<file path="config.mk">
export PLATFORM = sky130hd
export DESIGN_NAME = unidad_acceso_memoria
export DESIGN_NICKNAME = d
export VERILOG_FILES = /design/src/rtl/unidad_acceso_memoria.sv
export SDC_FILE = /design/constraint.sdc
export NUM_CORES = 1
export LEC_CHECK = 0
export CORE_UTILIZATION = 46
export DETAILED_ROUTE_END_ITERATION = 16
export PLACE_DENSITY_LB_ADDON = 0.08
export SYNTH_ARGS = -nofsm -noshare
export SYNTH_HDL_FRONTEND = slang
export SYNTH_SLANG_ARGS = --single-unit
</file>
<file path="constraint.sdc">
create_clock -name clk -period 3 [get_ports clk]
set_input_delay 0.6 -clock clk [delete_from_list [all_inputs] [get_ports clk]]
set_output_delay 0.6 -clock clk [all_outputs]
set_load 0.1 [all_outputs]
</file>
<file path="src/rtl/unidad_acceso_memoria.sv">
// Load/store unit: turns byte/half/word accesses into word accesses on memoria_datos.
// Optional statistics counters are enabled with the UAM_CONTADORES_EN macro.
module unidad_acceso_memoria #(
    parameter int LAT_LECT = 1
`ifdef UAM_CONTADORES_EN
    ,
    parameter int ANCHO_CONT = 16
`endif
) (
    input  logic        clk,
    input  logic        reset,
    input  logic        LeerMem,
    input  logic        EscrMem,
    input  logic [1:0]  Tam,
    input  logic        ConSigno,
    input  logic [31:0] Direc,
    input  logic [31:0] Datain,
    output logic [31:0] Dataout,
    output logic        stall,
    output logic        listo,
    output logic        error_al,
    output logic [31:0] Direc_m,
    output logic [31:0] Datain_m,
    output logic        LeerMem_m,
    output logic        EscrMem_m,
    input  logic [31:0] Dataout_m,
    output logic [1:0]  estado
`ifdef UAM_CONTADORES_EN
    ,
    output logic [ANCHO_CONT-1:0] n_cargas,
    output logic [ANCHO_CONT-1:0] n_almac,
    output logic [ANCHO_CONT-1:0] n_errores
`endif
);

    // Handshake: the processor holds LeerMem/EscrMem and operands stable while stall=1;
    // listo pulses exactly once per accepted request, and a new request may follow next cycle.
    typedef enum logic [1:0] {S_REPOSO, S_CARGA, S_RMW_LEE, S_RMW_ESC} estado_t;

    localparam logic [1:0] CONT_INI = 2'(LAT_LECT - 1);

    estado_t     estado_q, estado_d;
    logic [1:0]  cont_q, cont_d;
    logic [31:0] dir_q, dato_q, fusion_q, dataout_q;
    logic [1:0]  tam_q;
    logic        signo_q;
    logic        captura, guarda;
    logic        error_req;
    logic [31:0] carga_ext, fusion_d;

    function automatic logic [31:0] extender(input logic [31:0] w, input logic [1:0] t,
                                             input logic [1:0] k, input logic s);
        logic [7:0]  b;
        logic [15:0] h;
        logic [31:0] r;
        b = w[{k, 3'b000} +: 8];
        h = k[1] ? w[31:16] : w[15:0];
        case (t)
            2'b00:   r = {{24{s & b[7]}}, b};
            2'b01:   r = {{16{s & h[15]}}, h};
            default: r = w;
        endcase
        return r;
    endfunction

    function automatic logic [31:0] fusionar(input logic [31:0] w, input logic [1:0] t,
                                             input logic [1:0] k, input logic [31:0] d);
        logic [31:0] r;
        r = w;
        case (t)
            2'b00: r[{k, 3'b000} +: 8] = d[7:0];
            2'b01: begin
                if (k[1]) r[31:16] = d[15:0];
                else      r[15:0]  = d[15:0];
            end
            default: r = d;
        endcase
        return r;
    endfunction

    assign error_req = (LeerMem | EscrMem) &
                       ((LeerMem & EscrMem) | (Tam == 2'b11) |
                        ((Tam == 2'b01) & Direc[0]) |
                        ((Tam == 2'b10) & (Direc[1:0] != 2'b00)));

    // Lane selection works on the operands latched at acceptance, not the live inputs.
    assign carga_ext = extender(Dataout_m, tam_q, dir_q[1:0], signo_q);
    assign fusion_d  = fusionar(Dataout_m, tam_q, dir_q[1:0], dato_q);
    assign estado    = estado_q;

    always_comb begin
        estado_d  = estado_q;
        cont_d    = cont_q;
        stall     = 1'b0;
        listo     = 1'b0;
        error_al  = 1'b0;
        LeerMem_m = 1'b0;
        EscrMem_m = 1'b0;
        Direc_m   = '0;
        Datain_m  = '0;
        Dataout   = dataout_q;
        captura   = 1'b0;
        guarda    = 1'b0;
        case (estado_q)
            S_REPOSO: begin
                if (error_req) begin
                    listo    = 1'b1;
                    error_al = 1'b1;
                    Dataout  = '0;
                end else if (EscrMem && Tam == 2'b10) begin
                    EscrMem_m = 1'b1;
                    Direc_m   = {Direc[31:2], 2'b00};
                    Datain_m  = Datain;
                    listo     = 1'b1;
                end else if (LeerMem || EscrMem) begin
                    LeerMem_m = 1'b1;
                    Direc_m   = {Direc[31:2], 2'b00};
                    stall     = 1'b1;
                    captura   = 1'b1;
                    cont_d    = CONT_INI;
                    estado_d  = LeerMem ? S_CARGA : S_RMW_LEE;
                end
            end
            S_CARGA: begin
                LeerMem_m = 1'b1;
                Direc_m   = {dir_q[31:2], 2'b00};
                if (cont_q != 2'd0) begin
                    cont_d = cont_q - 2'd1;
                    stall  = 1'b1;
                end else begin
                    Dataout  = carga_ext;
                    listo    = 1'b1;
                    estado_d = S_REPOSO;
                end
            end
            S_RMW_LEE: begin
                LeerMem_m = 1'b1;
                Direc_m   = {dir_q[31:2], 2'b00};
                stall     = 1'b1;
                if (cont_q != 2'd0) begin
                    cont_d = cont_q - 2'd1;
                end else begin
                    guarda   = 1'b1;
                    estado_d = S_RMW_ESC;
                end
            end
            S_RMW_ESC: begin
                EscrMem_m = 1'b1;
                Direc_m   = {dir_q[31:2], 2'b00};
                Datain_m  = fusion_q;
                listo     = 1'b1;
                estado_d  = S_REPOSO;
            end
            default: estado_d = S_REPOSO;
        endcase
        // Reset silences the memory side immediately, even mid-access.
        if (reset) begin
            stall     = 1'b0;
            listo     = 1'b0;
            error_al  = 1'b0;
            LeerMem_m = 1'b0;
            EscrMem_m = 1'b0;
            Direc_m   = '0;
            Datain_m  = '0;
            Dataout   = '0;
            captura   = 1'b0;
            guarda    = 1'b0;
        end
    end

    always_ff @(posedge clk) begin
        if (reset) begin
            estado_q  <= S_REPOSO;
            cont_q    <= 2'd0;
            dir_q     <= '0;
            dato_q    <= '0;
            tam_q     <= 2'b00;
            signo_q   <= 1'b0;
            fusion_q  <= '0;
            dataout_q <= '0;
        end else begin
            estado_q  <= estado_d;
            cont_q    <= cont_d;
            dataout_q <= Dataout;
            if (captura) begin
                dir_q   <= Direc;
                dato_q  <= Datain;
                tam_q   <= Tam;
                signo_q <= ConSigno;
            end
            if (guarda) fusion_q <= fusion_d;
        end
    end

`ifdef UAM_CONTADORES_EN
    localparam logic [ANCHO_CONT-1:0] CONT_MAX = '1;
    localparam logic [ANCHO_CONT-1:0] UNO      = {{(ANCHO_CONT-1){1'b0}}, 1'b1};

    always_ff @(posedge clk) begin
        if (reset) begin
            n_cargas  <= '0;
            n_almac   <= '0;
            n_errores <= '0;
        end else begin
            if (listo && !error_al && !EscrMem_m && n_cargas != CONT_MAX)
                n_cargas <= n_cargas + UNO;
            if (listo && EscrMem_m && n_almac != CONT_MAX)
                n_almac <= n_almac + UNO;
            if (error_al && n_errores != CONT_MAX)
                n_errores <= n_errores + UNO;
        end
    end
`endif

endmodule

</file>
==> results.ini, run 1 <==
[outcome]
status = completed

[sta]
drv_slew = 0
finClkSkew_ns = 0.005677
final_hold_viol_count = 0
setup_viol = 0
min_period_ns = 2.976
min_period_over_period_pct = 99.21
worstMarginPinSlew_ns = 0.6520
max_freq_mhz = 336.0
max_slew_margin_pct = 56.37

[final_layout]
area_growth_pct = 69.49
nets = 1284
final_core_util_pct = 79.92
final_cells = 1398
fill_cells = 1055
layout_common_cells = 158 x nand2_1, 132 x dfxtp_1, 106 x buf_12, 93 x clkdlybuf4s50_1, 88 x a21oi_1
drive_above_1_share_pct = 30.88
final_common_cell = nand2_1
antennaDiodeCount = 0

[worst_hold_path]
min_from = dir_q[19]$_SDFFE_PP0P_
hold_path_end = dir_q[19]$_SDFFE_PP0P_
whs_path_depth = 2
hold_path.class = reg2reg

[clock_network]
cts_inserted_buffers = 17
clock-sinks = 135
clockBufferDepth = 2
cts_hold_buf = 0
cts-root-buf = clkbuf_16
htreeDepth = 4
cts_tree = built
clkTransAtPathRegs_ns = 0.06
clock_latency_ns = 0.42

[routing]
firstDrtPassIters = 6
ant_nets = 0
routed_wirelength_um = 28270
vias = 8514
drc_errors = 0
drt_iter0_markers = 907
viasPerCell = 6.090
wire_per_inst_um = 20.22

[floorplanning]
core_mm2 = 0.01594
die-area_mm2 = 0.01686
row_count = 46
die_height_um = 129.8
start_util_pct = 47.15
pin_count = 206
die_x_um = 129.8

[place]
numPortBuffers = 203
globalplace.congestion = 0.9512
dp_cells = 1347
dpl.hpwl_um = 19110

[setup_path]
r2r-start = dir_q[0]$_SDFFE_PP0P_
cp.required_ns = 2.40
cp.arrival_ns = 2.38
r2r_end = fusion_q[2]$_SDFFE_PP0P_
crit_type = in2out
crit_path_end_kind = output pin
reg2reg_depth = 6
path_max_fanout = 7
reg2reg_slack_ns = 0.59
crit_path_start_kind = primary input

[global_route]
antenna_found_initial = 0
grt_use_total_pct = 33.90
grt_pass1_vias = 8224
gr-total-overflow = 0
grt_max_degree = 57
grt_pass1_wl_um = 43990

[pwr]
max-vdd-ir-drop_uv = 894.8
power-per-cell-area_mw_per_mm2 = 704.9
leakage_nw = 4.693

[synth]
yosys_register_bits = 135
syn_area_mm2 = 0.007517
synth_edf_count = 0
synth.distinct_cells = 56
ys.flop_type = dfxtp_1
postSynthAreaPerCell_um2 = 7.896
synthCells = 952
synthArstFlopShare_pct = 0
yosys_warnings = 0
ys_seq_area_share_pct = 35.95

[run]
drv_cap = 0

## cell type report
| cell class | instances | area [µm²] | area share [%] |
|---|---|---|---|
| clock inverters | 14 | 195.2 | 1.532 |
| multi-input cells | 707 | 5181 | 40.67 |
| flip-flops and latches | 135 | 2711 | 21.28 |
| repair buffers | 291 | 3885 | 30.49 |
| inverters | 17 | 68.82 | 0.5401 |
| well taps | 216 | 270.3 | 2.121 |
| clock buffers | 18 | 429.2 | 3.368 |
## routing by layer
| metal | up-vias | GRT usage, % | routed length, µm |
|---|---|---|---|
| li1 | 3905 | - | - |
| met1 | 4018 | 39.91 | 10610 |
| met2 | 479 | 56.75 | 13480 |
| met3 | 112 | 8.487 | 2735 |
| met4 | 0 | 18.47 | 1437 |
| met5 | - | 0 | 0 |
## cells in the mapped netlist, types with 6 or more instances
cell type  number  area share, %
nand2_1       159            7.9
dfxtp_1       135             36
a21oi_1       122            8.1
a22o_1         87             10
clkbuf_1       64            3.2
nand2b_1       51            4.2
nor2_1         50            2.5
nand3_1        32            2.1
a221oi_1       26            3.0
nor3_1         23            1.5
a211oi_1       18            1.8
buf_2          17            1.1
inv_1          17           0.85
nor2b_1        17            1.4
o2bb2ai_1      14            1.6
o22ai_1        13            1.1
ha_1           12            2.0
a221o_1        10            1.3
buf_1           9           0.45
a311oi_1        7           0.82
mux4_2          7            2.1
a22oi_1         6           0.60
o21ai_0         6           0.40
## registers in the layout (all words and copies together), names as in the netlist
name	count
tam_q	2
estado	2
dir_q	32
signo_q	1
cont_q	2
fusion_q	32
dato_q	32
dataout_q	32
## timing repair
item                                    in CTS  in global routing
cloned                                       4                  0
resized for setup                           57                 23
endpoints found under the setup margin      59                 32
setup buffers                               12                  3
pin swaps                                    8                  5
## how the worst max path moves through the flow
stage	startpoint	endpoint	slack, ns	depth (start not counted)
after floorplan	estado[0]$_SDFFE_PP0P_	Datain_m[16]	-0.06	6
after global placement	EscrMem	Dataout[20]	-0.23	7
after detailed placement	EscrMem	Dataout[27]	-0.25	7
after CTS	cont_q[0]$_SDFFE_PP0P_	Dataout[4]	0.005	10
after global routing	Direc[1]	Dataout[4]	-0.01	9
final	EscrMem	Dataout[4]	0.02	9
## kinds of logic (layout without fill, tap and decap cells)
| logic type | count (synthesis) | count (layout) | share of synthesized area, % |
|---|---|---|---|
| multiplexers | 10 | 10 | 2.530 |
| buffers and inverters | 111 | 340 | 6.075 |
| flip-flops | 135 | 135 | 35.95 |
| AO/OA/AOI/OAI | 329 | 329 | 31.29 |
| adder cells (fa/ha/maj) | 12 | 12 | 1.997 |
| AND/OR/NAND/NOR | 352 | 352 | 21.87 |
| other | 1 | 2 | 0.04989 |
| XOR/XNOR | 2 | 2 | 0.2331 |
## report_power, final
part           switching (mW)  internal [mW]
clock                   0.837           1.40
sequential              0.269           2.14
combinational            2.56           1.77
## critical path: stages
cell and delay (ns):
buf_6 0.08, a21oi_2 0.05, a221o_1 0.37, a221o_4 0.51, buf_6 0.17, buf_16 0.14
buf_12 0.14, o2bb2ai_4 0.12, buf_12 0.17
## stage by stage
stage / hold WS, ns / total power, mW / area [µm²] / setup TNS [ns] / setup WS (ns)
floorplan: 0.4362 / 4.888 / 8150 / -0.2859 / -0.05719
global placement: 0.4417 / 6.164 / 11670 / -6.972 / -0.2263
detailed placement: 0.4467 / 6.234 / 11670 / -7.720 / -0.2531
CTS: 0.4555 / 8.866 / 12630 / 0 / 0.004531
global route: 0.4812 / 9.325 / 12740 / -0.04408 / -0.01362
finish: 0.4547 / 8.981 / 12740 / 0 / 0.02379
Note: power is estimated with default switching activity, not from simulation.
==> run 2, diff against run 1 <==
CTS_CLUSTER_DIAMETER = 50   (was not set)
==> results of run 2 <==
Same layout as run 1: the final DEF is identical, and so are final timing and power.
==> run 3, diff against run 2 <==
GPL_ROUTABILITY_DRIVEN = 0   (was not set)
==> results.ini, run 3 (same netlist as run 1, synthesis figures left out) <==
[global_route]
grt_pass1_wl_um = 42840  ; -2.6%
grt_pass1_vias = 8095  ; -1.6%
grt_max_degree = 65  ; +14%
gr-total-overflow = 0  ; unchanged
antenna_found_initial = 0  ; unchanged
grt_use_total_pct = 33.05  ; -0.86 points

[clock_network]
clkTransAtPathRegs_ns = 0.06  ; about the same
cts-root-buf = clkbuf_16
cts_tree = built
clock_latency_ns = 0.43  ; about the same
htreeDepth = 4  ; unchanged
clockBufferDepth = 2  ; unchanged
clock-sinks = 135  ; unchanged
cts_inserted_buffers = 17  ; unchanged

[pwr]
p_sw_mw = 3.697  ; +0.95%
power-per-cell-area_mw_per_mm2 = 706.2  ; +0.18%
power_mw = 8.984  ; about the same
switching_share_pct = 41.15  ; +0.37 points
pwr-share-seq_pct = 26.9  ; about the same
max-vdd-ir-drop_uv = 821.5  ; -8.2%
power_frac_clock_pct = 25.6  ; +0.7 points
leakage_nw = 4.695  ; about the same
internal_power_mw = 5.287  ; -0.59%
power_frac_comb_pct = 47.5  ; -0.7 points

[place]
dpl.hpwl_um = 19290  ; +0.95%
numPortBuffers = 203  ; unchanged
postPlaceCellArea_mm2 = 0.01167  ; about the same

[routing]
drt_iter0_markers = 860  ; -5.2%
vias = 8466  ; -0.56%
routed_wirelength_um = 28210  ; -0.22%
viasPerCell = 6.056  ; -0.56%
ant_nets = 0  ; unchanged
wire_per_inst_um = 20.18  ; -0.22%
firstDrtPassIters = 5  ; -1
drc_errors = 0  ; unchanged

[setup_path]
crit_type = reg2out
crit_path_start_kind = flip-flop
cp.required_ns = 2.40  ; about the same
path_depth = 9  ; unchanged
cp.arrival_ns = 2.38  ; about the same
slowest_delay_ns = 0.45  ; -0.06 ns
crit_path_end_kind = output pin
path_max_fanout = 7  ; unchanged
worst-path-buf-inv = 5  ; unchanged
path_delay_family = buffers and inverters
slowest_stage = a221o_2
reg2reg_depth = 6  ; unchanged
path_cells = inv_4 > ha_4 > nor2b_1 > a221o_2 > buf_6 > buf_16 > buf_4 > o2bb2ai_4 > buf_12

[floorplanning]
pin_count = 206  ; unchanged
core_mm2 = 0.01594  ; unchanged
row_count = 46  ; unchanged
die_height_um = 129.8  ; unchanged
die-area_mm2 = 0.01686  ; unchanged
start_util_pct = 47.15  ; unchanged
die_x_um = 129.8  ; unchanged

[sta]
min_period_over_period_pct = 99.27  ; about the same
setup_tns_ns = 0  ; unchanged
max_slew_margin_pct = 53.72  ; -2.7 points
rsz0062_at_grt = yes
min_period_ns = 2.978  ; +0.001964 ns
final_hold_viol_count = 0  ; unchanged
finClkSkew_ns = 0.009303  ; +0.003626 ns
setup_viol = 0  ; unchanged
drv_slew = 0  ; unchanged
worstMarginPinSlew_ns = 0.6942  ; +0.04220 ns
max_freq_mhz = 335.8  ; about the same

[final_layout]
final_core_util_pct = 79.80  ; -0.12 points
layout_common_cells = 159 x nand2_1, 132 x dfxtp_1, 105 x buf_12, 94 x clkdlybuf4s50_1, 90 x a21oi_1
drive_above_1_share_pct = 30.88  ; unchanged
antennaDiodeCount = 0  ; unchanged
fill_cells = 1044  ; -1.0%
nets = 1284  ; unchanged
postLayoutCellArea_mm2 = 0.01272  ; -0.15%
area_growth_pct = 69.24
final_common_cell = nand2_1

[worst_hold_path]
hold_path.class = reg2reg
whs_path_depth = 2  ; unchanged

[run]
drv_cap = 0  ; unchanged

[outcome]
status = completed

## run 3: final cells by class
type | count | area (µm²) | share of cell area, %
inverter | 17 | 68.82 | 0.5409
tap | 216 | 270.3 | 2.124
clock inverter | 15 | 215.2 | 1.692
sequential | 135 | 2711 | 21.31
timing repair buffer | 291 | 3829 | 30.09
clock buffer | 17 | 425.4 | 3.344
multi-input combinational | 707 | 5202 | 40.89
## run 3: final timing paths
path | start | slack (ns) | endpoint
worst max-delay path | estado[0]$_SDFFE_PP0P_ | 0.02 | Dataout[3]
worst min register to register | dir_q[4]$_SDFFE_PP0P_ | 0.46 | dir_q[4]$_SDFFE_PP0P_
worst min-delay path | dir_q[4]$_SDFFE_PP0P_ | 0.46 | dir_q[4]$_SDFFE_PP0P_
worst max register to register | dir_q[0]$_SDFFE_PP0P_ | 0.68 | fusion_q[23]$_SDFFE_PP0P_
## run 3: timing repair
action / in CTS / in global routing
pin swaps: 5 / 8
setup buffers: 9 / 8
resized for setup: 45 / 26
cloned: 3 / 1
endpoints found under the setup margin: 87 / 33
hold buffers: 0 / 0
## run 3: metrics by stage
| stage | setup slack (ns) | cells | hold WS, ns |
|---|---|---|---|
| global route | -0.02466 | 1398 | 0.4766 |
| finish | 0.02183 | 1398 | 0.4553 |
| CTS | 0.001828 | 1390 | 0.4553 |
| floorplan | -0.05719 | 953 | 0.4362 |
| detailed placement | -0.2804 | 1346 | 0.4469 |
| global placement | -0.2532 | 1346 | 0.4417 |
## run 3: power groups by stage
stage               Sequential [mW]  Combinational, mW  Clock (mW)
finish                         2.42               4.27        2.30
global route                   2.45               4.49        2.39
CTS                            2.41               4.08        2.31
detailed placement             2.44               3.79           0
global placement               2.43               3.73           0
floorplan                      2.41               2.48           0
## run 3: tightest hold or removal path, cell delays in order, from the launching register on
cell	delay, ns
dfxtp_1	0.31
nand2_1	0.05
a21oi_1	0.05
## run 3: metal layers
layer / vias to the layer above / global-route usage (%) / share of wire [%]
met3: 85 / 8.815 / 9.3
met4: 0 / 15.12 / 3.9
met1: 4011 / 39.06 / 39
li1: 3907 / - / -
met2: 463 / 56.02 / 48
met5: - / 0 / 0
